[src/rtl/change_dispenser.sv]
// change_dispenser: coin-return back end. Captures per-denomination change
// counts, keeps a stock counter per coin tube, ejects coins one at a time over
// a 4-phase handshake, and substitutes smaller coins when a tube runs empty.
// Any value that still cannot be paid is reported as a shortfall.
module change_dispenser #(
  parameter int STOCK_W    = 4,
  parameter int STOCK_INIT = 8
) (
  input  logic               clk,
  input  logic               rst,
  input  logic               load,
  input  logic [2:0]         rs_5,
  input  logic [2:0]         rs_10,
  input  logic [2:0]         rs_20,
  input  logic [2:0]         rs_50,
  input  logic [2:0]         rs_100,
  input  logic               refill,
  input  logic               eject_ack,
  output logic [4:0]         eject,
  output logic               busy,
  output logic               done,
  output logic               short,
  output logic [10:0]        short_amount,
  output logic [STOCK_W-1:0] stock_5,
  output logic [STOCK_W-1:0] stock_10,
  output logic [STOCK_W-1:0] stock_20,
  output logic [STOCK_W-1:0] stock_50,
  output logic [STOCK_W-1:0] stock_100
);

  localparam int                 NUM_DENOM = 5;
  localparam logic [STOCK_W-1:0] STOCK_MAX = {STOCK_W{1'b1}};
  localparam logic [STOCK_W-1:0] STOCK_RST = STOCK_W'(STOCK_INIT);
  localparam logic [STOCK_W-1:0] STOCK_ONE = STOCK_W'(1);

  typedef enum logic [2:0] {
    IDLE    = 3'd0,
    PICK    = 3'd1,
    EJECT   = 3'd2,
    RELEASE = 3'd3,
    DONE    = 3'd4
  } state_t;

  state_t state;

  // Index 0..4 maps to Rs5, Rs10, Rs20, Rs50, Rs100 (same as eject bit order).
  // 9 bits: cascaded substitution can push pending Rs5 to 259.
  logic [8:0]         pending [NUM_DENOM];
  logic [STOCK_W-1:0] stock   [NUM_DENOM];

  logic [2:0]         sel;
  logic               sel_valid;
  logic [8:0]         sel_pending;
  logic [STOCK_W-1:0] sel_stock;

  // Highest denomination with coins still owed; later (larger) entries win.
  always_comb begin
    sel       = 3'd0;
    sel_valid = 1'b0;
    for (int i = 0; i < NUM_DENOM; i++) begin
      sel       = (pending[i] != 9'd0) ? 3'(i) : sel;
      sel_valid = sel_valid | (pending[i] != 9'd0);
    end
    sel_pending = pending[sel];
    sel_stock   = stock[sel];
  end

  assign stock_5   = stock[0];
  assign stock_10  = stock[1];
  assign stock_20  = stock[2];
  assign stock_50  = stock[3];
  assign stock_100 = stock[4];

  // Transaction FSM with registered outputs, pending and stock bookkeeping.
  always_ff @(posedge clk or negedge rst) begin
    if (!rst) begin
      state        <= IDLE;
      eject        <= 5'd0;
      busy         <= 1'b0;
      done         <= 1'b0;
      short        <= 1'b0;
      short_amount <= 11'd0;
      for (int i = 0; i < NUM_DENOM; i++) begin
        pending[i] <= 9'd0;
        stock[i]   <= STOCK_RST;
      end
    end else begin
      case (state)
        IDLE: begin
          done  <= 1'b0;
          eject <= 5'd0;
          if (refill) begin
            for (int i = 0; i < NUM_DENOM; i++) begin
              stock[i] <= STOCK_MAX;
            end
          end
          if (load) begin
            pending[0]   <= 9'(rs_5);
            pending[1]   <= 9'(rs_10);
            pending[2]   <= 9'(rs_20);
            pending[3]   <= 9'(rs_50);
            pending[4]   <= 9'(rs_100);
            short        <= 1'b0;
            short_amount <= 11'd0;
            busy         <= 1'b1;
            state        <= PICK;
          end
        end

        PICK: begin
          if (!sel_valid) begin
            // Nothing owed: short_amount is final, so publish it with done.
            done  <= 1'b1;
            short <= (short_amount != 11'd0);
            state <= DONE;
          end else if (sel_stock != '0) begin
            eject <= 5'd1 << sel;
            state <= EJECT;
          end else begin
            // Tube empty: break the owed coins into the next smaller ones.
            case (sel)
              3'd4: pending[3] <= pending[3] + (sel_pending << 1);
              3'd3: begin
                pending[2] <= pending[2] + (sel_pending << 1);
                pending[1] <= pending[1] + sel_pending;
              end
              3'd2: pending[1] <= pending[1] + (sel_pending << 1);
              3'd1: pending[0] <= pending[0] + (sel_pending << 1);
              // Rs5 has nothing smaller: the value becomes shortfall.
              default: short_amount <= short_amount + (11'(sel_pending) * 11'd5);
            endcase
            pending[sel] <= 9'd0;
          end
        end

        EJECT: begin
          // sel is stable here: pending does not change until the ack.
          if (eject_ack) begin
            pending[sel] <= sel_pending - 9'd1;
            stock[sel]   <= sel_stock - STOCK_ONE;
            eject        <= 5'd0;
            state        <= RELEASE;
          end
        end

        RELEASE: begin
          if (!eject_ack) begin
            state <= PICK;
          end
        end

        DONE: begin
          done  <= 1'b0;
          busy  <= 1'b0;
          state <= IDLE;
        end

        default: begin
          eject <= 5'd0;
          busy  <= 1'b0;
          done  <= 1'b0;
          state <= IDLE;
        end
      endcase
    end
  end

endmodule

[config.mk]
export PLATFORM = sky130hd
export DESIGN_NAME = change_dispenser
export DESIGN_NICKNAME = d
export VERILOG_FILES = /design/src/rtl/change_dispenser.sv
export SDC_FILE = /design/constraint.sdc
export NUM_CORES = 1
export LEC_CHECK = 0
export ABC_AREA = 1
export CORE_ASPECT_RATIO = 1.2
export CORE_MARGIN = 8
export CORE_UTILIZATION = 60
export CTS_BUF_LIST = sky130_fd_sc_hd__clkbuf_4 sky130_fd_sc_hd__clkbuf_8 sky130_fd_sc_hd__clkbuf_16
export DETAILED_ROUTE_END_ITERATION = 16
export PLACE_DENSITY = 0.83
export SLEW_MARGIN = 0
export SYNTH_ARGS = -nofsm -noshare
export SYNTH_HDL_FRONTEND = slang
export SYNTH_SLANG_ARGS = --single-unit
[constraint.sdc]
create_clock -name clk -period 6.5 [get_ports clk]
set_clock_uncertainty 0.15 [all_clocks]
set_input_delay 0.65 -clock clk [delete_from_list [all_inputs] [get_ports clk]]
set_output_delay 0.65 -clock clk [all_outputs]
set_load 0.1 [all_outputs]
* Word-level counts from Yosys, hierarchy flattened
Index checks and enable logic that the tools add are counted.
Widths: inputs -> output; s select.
** Operators by class
- $mul :: 1
- Equal/unequal tests :: 18
- Shift-type cells :: 1
- Reductions and logical operators :: 24
- Divide/modulo/power cells :: 0
- Multiplexer cells :: 62
- Add/subtract/negate cells :: 8
- Order comparisons :: 2
- Bitwise gates (word level) :: 10
** Operator list (count)
- $mux 45 :: 4
- $mux 9 :: 18
- $pmux 45 s3 :: 1
- $add 9x9->9 :: 5
- $and 45x45->45 :: 1
- $bwmux 45 :: 1
- $not 45->45 :: 1
- $reduce_bool 9->1 :: 5
- $mux 11 :: 4
- $mux 20 :: 2
- $pmux 20 s2 :: 1
- $bmux 9 s3 :: 1
- $demux 9 s3 :: 1
- $pmux 11 s2 :: 1
- $bwmux 20 :: 1
- $mux 3 :: 6
- $ne 2x2->1 const B :: 9
- $pmux 9 s2 :: 1
- $mux 5 :: 3
- $pmux 5 s3 :: 1
- $bmux 4 s3 :: 1
- $demux 4 s3 :: 1
- $eq 3x2->1 const B :: 4
- $mux 4 :: 3
- other kinds (30) :: 50
** Word-level totals
- Input bits :: 20
- Memories kept :: 0
- Bits in read-only memories :: 0
- Bits in latches :: 0
- Memory bits (writable) :: 0
- Flip-flop bits (word level) :: 87
- Word-level logic and storage cells :: 142

* Logic depth before layout (Yosys ltp)
Gate-level depths: netlist of run 1.
- Depth after elaboration :: 18
- Gate-level depth with buffers :: 28
- Depth with buffers taken out :: 27

* Worst setup path before layout of run 1
No wires, ideal clock.
- Kind :: reg2reg
- Start point :: register pending[7] (netlist bit)
- End point :: register short_amount[9]
- Slack :: 2.018 ns
- Data arrival time :: 4.254 ns
- Stages on the path, launching flop included :: 27
- Path buffers :: 2
- Data required time :: 6.272 ns
- Path through :: dfrtp_1 -> inv_2 -> nand3_1 -> nor2_4 -> buf_6 -> inv_2 -> buf_2 -> o21ai_0 -> nand3_1 -> o21bai_1 -> ha_1 -> fa_1 -> ha_1 -> nand2_1 -> inv_1 -> o21ai_0 -> nand2_1 -> nand2_1 -> nand2_1 -> a21oi_1 -> o21ai_0 -> nand2_1 -> nand2_1 -> nand2_1 -> nor3b_1 -> nand2_1 -> o21ai_1
** On the way
- Longest elaborated chain between the ends :: 12
- Elaborated cells on any way between the ends :: 26
- Classes of those cells :: 1 x add/sub; 1 x mul; 7 x eq/ne; 11 x mux; 2 x bitwise; 4 x reduce/logical
** RTL lines
- start, declared :: RTL line 48 : logic [8:0] pending [NUM_DENOM];
- start signal, assigned by index :: RTL line 139 : pending[sel] <= sel_pending - 9'd1;
- $reduce_bool 9->1 :: RTL line 61, 62
- $mux 3 :: RTL line 61 : sel = (pending[i] != 9'd0) ? 3'(i) : sel;
- $not 3->4 (implied by the code) :: RTL line 64, 65
- $bmux 9 s3 :: RTL line 64 : sel_pending = pending[sel];
- $mux 9 (implied by the code) (2 in a row) :: RTL line 64
- $mul 9x3->11 :: RTL line 130 : default: short_amount <= short_amount + (11'(sel_pending) * 11'd5);
- $add 11x11->11 :: RTL line 130
- $mux 11 :: RTL line 121 : case (sel)
- $mux 11 :: RTL line 116 : end else if (sel_stock != '0) begin
- $mux 11 :: RTL line 111 : if (!sel_valid) begin
- $pmux 11 s2 :: RTL line 88 : case (state)
- end signal, assigned :: RTL line 130
- end, declared :: RTL line 23 : output logic [10:0] short_amount,
Parallel ways exist; a longest one is shown, timed or not. The select of a mux whose other input is x is not followed.
A chain may end at the register's enable or synchronous reset.

* Worst setup path in the final report of run 1
- Start point :: register pending[0] (netlist bit)
- End point :: register short_amount[9]
The elaborated chain is that of the path after synthesis.

==> impl_metrics.tcl, run 1 <==
set metrics [dict create \
    cts_root_buf "clkbuf_16" \
    worstSetupPathType "flop to flop" \
    grtUsageTotal 0.316 \
    grt_max_degree 50 \
    ff2ff_path_depth 25 \
    critPathSlowestCell "nor2_4" \
    ctsLongestPathBuffers 2 \
    portBuffers 58 \
    start_util 0.615 \
    post-synth-top-count-cell "nand2_1" \
    grt_pass1_wl_um 42300 \
    drv_slew 0 \
    cts_resized 0 \
    fin_crit_ps 5350 \
    avgViaCountPerCell 6.13 \
    finalCritPeriodShare 0.824 \
    crit-reg2reg-launch "pending[0]" \
    synth.distinct_cells 52 \
    drive_above_1_share 0.0741 \
    cts-buffers-inserted 9 \
    yosys.area.top_type "dfrtp_1" \
    crit_family "simple AND/OR/NAND/NOR gates" \
    cp.buffers_inverters 1 \
    clock_sinks 87 \
    hold_viol_final 0 \
    status "complete, no violations" \
    die_w_um 120 \
    die_h_um 141 \
    hold_class "input port to async pin" \
    area_growth_pct 12.8 \
    antenna_found_initial 0 \
    vias 8281 \
    ys_warn_count 0 \
    cp-end-kind "flop" \
    hold_buffers 0 \
    ys_seq_area_frac 0.279 \
    dr_wl_met3_um 2750 \
    tritoncts "built" \
    ioPinCount 59 \
    wl_met2_um 12200 \
    worstMarginPinSlew_ps 1010 \
    netlist_instances 1133 \
    diodes 0 \
    ys_ff_latch 87 \
    synth-edff-count 0 \
    required_ps 6630 \
    gp_congestion 1.03 \
    cp_common_cell "nand2_1" \
    die_area_um2 17000 \
    slowest_delay_ps 480 \
    ys_top_cells_by_count "nand2_1, inv_1, nor2_1, nand3_1, dfrtp_1" \
    arrival_ps 5480 \
    clk_pin_slew_ps 70 \
    wl_met1_um 10300 \
    maxCapViolations 0 \
    core_um2 12700 \
    syn_area_um2 7820 \
    start_kind "flop" \
    drc 0 \
    num_rows 45 \
    gr-total-overflow 0 \
    first_pass_iters 9 \
    cp.depth 25 \
    max_freq_mhz 187 \
    tns_ps 0 \
    cts_post_setup_buffers_inserted 0 \
    layout.nets 1275 \
    dr.max_layer_used "met4" \
    rsz0062_at_grt "false" \
    place_hpwl_um 20100 \
    synth_top_area_share 0.262 \
    syn-num-nets 1225 \
    synthFlopType "dfrtp_1" \
    cts_htree_levels 3 \
    drt-wirelength-per-cell_um 19.8 \
    cp-startpoint "pending[0]" \
    crit_fanout 21 \
    totalWireLength_um 26700 \
    slew_headroom 0.322 \
    async_flop_share 1.00 \
    setup_viol 0 \
    ant_nets 0 \
    setup.worst_path.end "short_amount[9]" \
    grt_pass1_vias 7775 \
    insertion_delay_ps 360 \
    r2r_slack_ps 1150 \
    syn_area_per_cell_um2 6.91 \
    rr_endpoint "short_amount[9]" \
    drt_iter0_markers 1031 \
    synth_area_leaders "dfrtp_1, nand2_1, ha_1" \
]
cells in the final DEF (no fill, tap or decap), types with 4 or more instances in the layout:
cell type,instances
nand2_1,228
clkdlybuf4s50_1,57
or2_2,8
o21ai_0,75
o21ai_1,15
buf_4,6
fa_1,13
nand4_1,11
a31oi_1,7
xor2_1,9
nor2_4,6
dfstp_2,5
nor3_1,12
inv_2,14
a21oi_1,76
o211ai_1,14
a22oi_1,4
nand2_2,7
nor2_2,15
o22ai_1,15
nand3_1,94
o31ai_1,4
nor2_1,126
clkbuf_16,9
ha_1,59
xnor2_1,9
inv_1,161
dfrtp_1,82
worst reg2reg max path: stages, from the launching register on:
cell     delay [ps]
dfrtp_1         430
nor2_1          130
nand3_1         140
nor2_4          480
nand3_4         230
nor2_4          410
nand2_1         110
nand3_1         120
nand2_1         340
ha_1            460
fa_1            480
ha_1            370
nand2_1         100
inv_1            50
o21ai_0         190
nand2_1         110
nand2_1          90
nand2_1          60
a21oi_1         190
o21ai_0         100
nand2_1          60
nand2_1          60
nand2_1          50
nor3b_1         180
nand2_1          70
o21ai_1         110
metrics by stage:
step,util,instances,instance area (um^2),hold slack (ps),setup slack (ps)
floorplan,-,1133,7820,204,2020
global placement,0.668,1336,8490,319,1540
detailed placement,0.668,1336,8490,321,1400
CTS,0.693,1352,8820,128,1250
global route,0.693,1352,8820,155,732
finish,0.693,1352,8820,118,1150
state kept, by name, summed over array words and instances (netlist names):
register,flops
short,1
pending,45
stock_5,4
stock_10,4
state,3
done,1
stock_100,4
eject,5
stock_50,4
short_amount,11
busy,1
stock_20,4
routing by layer:
| layer | track usage | vias up |
|---|---|---|
| met5 | 0 | - |
| met4 | 0.194 | 0 |
| met3 | 0.0775 | 107 |
| met2 | 0.495 | 519 |
| met1 | 0.383 | 3809 |
| li1 | - | 3846 |
worst min path at each step:
stage,to,depth (start not counted),start,slack (ps)
6_report,pending[43],1,rst,120
5_1_grt,pending[43],1,rst,160
4_1_cts,pending[43],1,rst,130
3_5_place_dp,busy,2,busy,320
3_3_place_gp,busy,2,busy,320
2_1_floorplan,busy,0,rst,200
cell type report:
type	count	area [um^2]
Fill cell	1142	3900
Timing Repair Buffer	63	616
Sequential cell	87	2180
Inverter	175	657
Tap cell	164	205
Clock buffer	9	225
Multi-Input combinational cell	847	4830
Clock inverter	7	103
logic make-up after synthesis:
group                    Yosys count  synth area share
adder cells (fa/ha/maj)           72             0.128
AND/OR/NAND/NOR                  524             0.297
XOR/XNOR                          18            0.0202
flip-flops                        87             0.279
buffers and inverters            199             0.103
AO/OA/AOI/OAI                    233             0.173
Power of run 1 is not shown: default switching activity piles up to over one toggle a cycle in this logic, so the estimate is an artifact.
==> run 2, diff against run 1 <==
==> constraint.sdc (replaced) <==
create_clock -name clk -period 5.1 [get_ports clk]
set_clock_uncertainty 0.15 [all_clocks]
set_input_delay 0.51 -clock clk [delete_from_list [all_inputs] [get_ports clk]]
set_output_delay 0.51 -clock clk [all_outputs]
set_load 0.1 [all_outputs]
==> run 2 against run 1 <==
Routed wire length rose by 2.3%. Die area did not move. Sequential share of layout area fell by 0.20 points. Critical path type unchanged. Critical endpoint unchanged.
==> impl_metrics.tcl, run 2 (same netlist as run 1, synthesis figures left out) <==
set metrics [dict create \
    cts_resized 0 \
    drv_slew 0 \
    max_freq_mhz 211 \
    drive_above_1_share 0.0840 \
    worstMarginPinSlew_ps 996 \
    layout.nets 1289 \
    cts_root_buf "clkbuf_16" \
    start_kind "flop" \
    drt_iter0_markers 859 \
    largest_reg_flops 45 \
    grt_pass1_vias 8069 \
    rsz0062_at_grt "false" \
    hold_class "flop to flop" \
    place_inst 1349 \
    area_growth_pct 13.7 \
    die_area_um2 17000 \
    grt_pass1_wl_um 43200 \
    drt-wirelength-per-cell_um 20.0 \
    mostFrequentLayoutCell "nand2_1" \
    diodes 0 \
    maxCapViolations 0 \
    antenna_found_initial 0 \
    cts_post_setup_buffers_inserted 0 \
    slew_headroom 0.334 \
    ioPinCount 59 \
    hold_buffers 1 \
    status "complete, no violations" \
    die_h_um 141 \
    hold_viol_final 0 \
    pre_cts_ws_ps 507 \
    top_register "pending" \
    arrival_ps 4880 \
    cts-buffers-inserted 9 \
    tritoncts "built" \
    ff2ff_path_depth 25 \
    start_util 0.615 \
    drc 0 \
    final_cells 1366 \
    clock_sinks 87 \
    worstSetupPathType "flop to flop" \
    setup_viol 0 \
    clk_pin_slew_ps 70 \
    gr-total-overflow 0 \
    fin_ws_ps 354 \
    ctsLongestPathBuffers 2 \
    whs_ps 340 \
    finalCritPeriodShare 0.931 \
    ant_nets 0 \
    core_um2 12700 \
    r2r_slack_ps 350 \
    gp_congestion 1.04 \
    first_pass_iters 7 \
    grtUsageTotal 0.325 \
    hold_depth 2 \
    tns_ps 0 \
    portBuffers 58 \
    num_rows 45 \
    insertion_delay_ps 360 \
    fin_crit_ps 4750 \
    place_hpwl_um 20800 \
    required_ps 5230 \
    layout_common_cells "nand2_1, inv_1, nor2_1, nand3_1, dfrtp_1" \
    crit_fanout 17 \
    cp-end-kind "flop" \
    fillers 1134 \
    grt_max_degree 56 \
    totalWireLength_um 27400 \
    die_w_um 120 \
    avgViaCountPerCell 6.08 \
    reg_top3 "pending (45), short_amount (11), eject (5)" \
    cts_htree_levels 3 \
    vias 8300 \
]
==> run 2: changes by cell type in the layout (fill, tap and decap cells not counted) <==
cell and change:
clkbuf_8 +1, dlygate4sd3_1 +1, clkinvlp_4 +3, buf_4 +13, clkinv_4 -1, clkinv_2 -1
bufinv_16 -2
==> run 2: stage by stage <==
stage | instance area (um^2) | utilization
2_1_floorplan | 7820 | -
3_3_place_gp | 8590 | 0.675
3_5_place_dp | 8590 | 0.675
4_1_cts | 8890 | 0.699
5_1_grt | 8890 | 0.699
6_report | 8890 | 0.699
==> run 2: final timing paths <==
kind	start	endpoint
worst min register to register	short	short
worst max-delay path	pending[7]	short_amount[9]
max in group asynchronous	rst	short
worst min-delay path	short	short
worst max register to register	pending[7]	short_amount[9]
min in group asynchronous	rst	pending[26]
==> run 2: per-layer routing <==
layer,routed length [um],part of all wire,GRT usage
met2,12600,0.46,0.522
met3,2360,0.086,0.0647
met5,0,0,0
met1,10700,0.39,0.389
met4,1720,0.063,0.212
==> run 2: worst max-delay path, stage by stage (launching register included) <==
cell,delay [ps]
dfrtp_1,400
inv_2,130
nand3_1,150
nor2_4,230
buf_4,270
nand2_1,150
o21ai_0,150
nand3_1,200
o21bai_4,420
ha_1,310
ha_1,320
fa_1,440
nand2_1,70
inv_1,50
o21ai_0,170
nand2_1,100
nand2_1,90
nand2_1,50
a21oi_1,180
o21ai_0,100
nand2_1,60
nand2_1,60
nand2_1,50
nor3b_1,180
nand2_1,70
o21ai_1,100
==> run 2: area by class of cell <==
cell class | count | area [um^2] | area share
Multi-Input combinational cell | 847 | 4830 | 0.544
Clock inverter | 6 | 51.3 | 0.00577
Inverter | 175 | 657 | 0.0739
Timing Repair Buffer | 77 | 723 | 0.0813
Sequential cell | 87 | 2180 | 0.246
Tap cell | 164 | 205 | 0.0231
Clock buffer | 10 | 239 | 0.0269
Power of run 2 is left out for the same reason.
==> run 3, diff against run 2 <==
--- a/config.mk
+++ b/config.mk
@@ -11,7 +11,8 @@
 export CORE_UTILIZATION = 60
 export CTS_BUF_LIST = sky130_fd_sc_hd__clkbuf_4 sky130_fd_sc_hd__clkbuf_8 sky130_fd_sc_hd__clkbuf_16
 export DETAILED_ROUTE_END_ITERATION = 16
-export PLACE_DENSITY = 0.83
+export DONT_BUFFER_PORTS = 1
+export PLACE_DENSITY = 0.77
 export SLEW_MARGIN = 0
 export SYNTH_ARGS = -nofsm -noshare
 export SYNTH_HDL_FRONTEND = slang
==> run 3 against run 2 <==
Fmax grew 2.7%. Setup slack gained 130 ps. Global-route usage shrank 1.5 points. Critical path depth unchanged. Via count decreased by 3.9%. Die area is the same. Core utilization down 3.6 points. Cell area decreased by 5.2%. Routed wire length is 3.2% lower. Critical endpoint unchanged.
==> impl_metrics.tcl, run 3 (same netlist as run 1, synthesis figures left out) <==
set metrics [dict create \
    ant_nets 0 \
    gr-total-overflow 0 \
    die_w_um 120 \
    grt_max_degree 88 \
    hold_viol_final 0 \
    setup.worst_path.end "short_amount[9]" \
    insertion_delay_ps 360 \
    r2r_slack_ps 480 \
    slowest_delay_ps 440 \
    cp_common_cell "nand2_1" \
    cp-startpoint "pending[0]" \
    start_kind "flop" \
    rr_endpoint "short_amount[9]" \
    diodes 0 \
    core_um2 12700 \
    grt_pass1_wl_um 41200 \
    ctsLongestPathBuffers 2 \
    layout.nets 1241 \
    whs_ps 150 \
    grt_pass1_vias 7547 \
    crit-reg2reg-launch "pending[0]" \
    fin_area_um2 8430 \
    gp_congestion 1.02 \
    slew_headroom 0.329 \
    num_rows 45 \
    worstMarginPinSlew_ps 1010 \
    crit_fanout 16 \
    dr_wl_met3_um 2410 \
    cp-end-kind "flop" \
    die_area_um2 17000 \
    antenna_found_initial 0 \
    tritoncts "built" \
    setup_viol 0 \
    cts-buffers-inserted 9 \
    worstSetupPathType "flop to flop" \
    cts_root_buf "clkbuf_16" \
    clk_pin_slew_ps 70 \
    required_ps 5220 \
    drive_above_1_share 0.0953 \
    fin_crit_ps 4620 \
    ff2ff_path_depth 25 \
    area_growth_pct 7.74 \
    top_register "pending" \
    portBuffers 0 \
    dr.max_layer_used "met4" \
    layout_common_cells "nand2_1, inv_1, nor2_1, nand3_1, dfrtp_1" \
    wl_met1_um 10300 \
    vias 7978 \
    mostFrequentLayoutCell "nand2_1" \
    rsz0062_at_grt "false" \
    fin_ws_ps 480 \
    max_freq_mhz 216 \
    grtUsageTotal 0.311 \
    avgViaCountPerCell 6.05 \
    reg_top3 "pending (45), short_amount (11), eject (5)" \
    pre_cts_ws_ps 438 \
    critPathSlowestCell "fa_1" \
    drt_iter0_markers 758 \
    arrival_ps 4740 \
    finalCritPeriodShare 0.906 \
    drc 0 \
    ioPinCount 59 \
    tns_ps 0 \
    clock_sinks 87 \
    die_h_um 141 \
    cts_htree_levels 3 \
    drt-wirelength-per-cell_um 20.1 \
    wl_met2_um 12100 \
    drv_slew 0 \
    hold_class "input port to flop" \
    maxCapViolations 0 \
    totalWireLength_um 26500 \
    placed_area_um2 8030 \
    largest_reg_flops 45 \
    first_pass_iters 9 \
    status "complete, no violations" \
    start_util 0.615 \
    place_hpwl_um 19700 \
]
==> run 3: critical path, delay by kind of cell (launching register included) <==
family	cells	cell delay, ps
compound gates	6	950
flops	1	430
fa+ha+maj	3	1030
buf+inv	2	340
simple gates	14	1620
==> run 3: per-stage QoR <==
step | utilization | instances
2_1_floorplan | - | 1133
3_3_place_gp | 0.631 | 1293
3_5_place_dp | 0.631 | 1293
4_1_cts | 0.658 | 1311
5_1_grt | 0.662 | 1318
6_report | 0.662 | 1318
==> run 3: worst min-delay path by stage <==
stage / start / endpoint / slack, ps / cells after the start
3_3_place_gp: rst / pending[31] / 70 / 0
3_5_place_dp: rst / pending[31] / 70 / 0
5_1_grt: load / busy / 160 / 2
2_1_floorplan: rst / busy / 60 / 0
4_1_cts: load / busy / 150 / 2
6_report: load / busy / 150 / 2
==> run 3: area by class of cell <==
cell class                 count  area (um^2)
multi-input combinational    847         4840
fill                        1154         4300
sequential                    87         2180
inverter                     175          657
timing repair buffer          29          240
clock buffer                   9          225
tap                          164          205
clock inverter                 7         80.1
==> run 3: what timing repair did <==
action,in CTS,in global routing
hold buffers,2,0
buffers inserted,0,7
endpoints found under the setup margin,0,2
hold endpoints to repair,87,0
resized for setup,0,1
==> run 3: routing by layer <==
| layer | global-route usage | vias up |
|---|---|---|
| met5 | 0 | - |
| met4 | 0.190 | 0 |
| met3 | 0.0563 | 120 |
| met2 | 0.500 | 438 |
| met1 | 0.378 | 3651 |
| li1 | - | 3769 |
Power of run 3 is left out for the same reason.
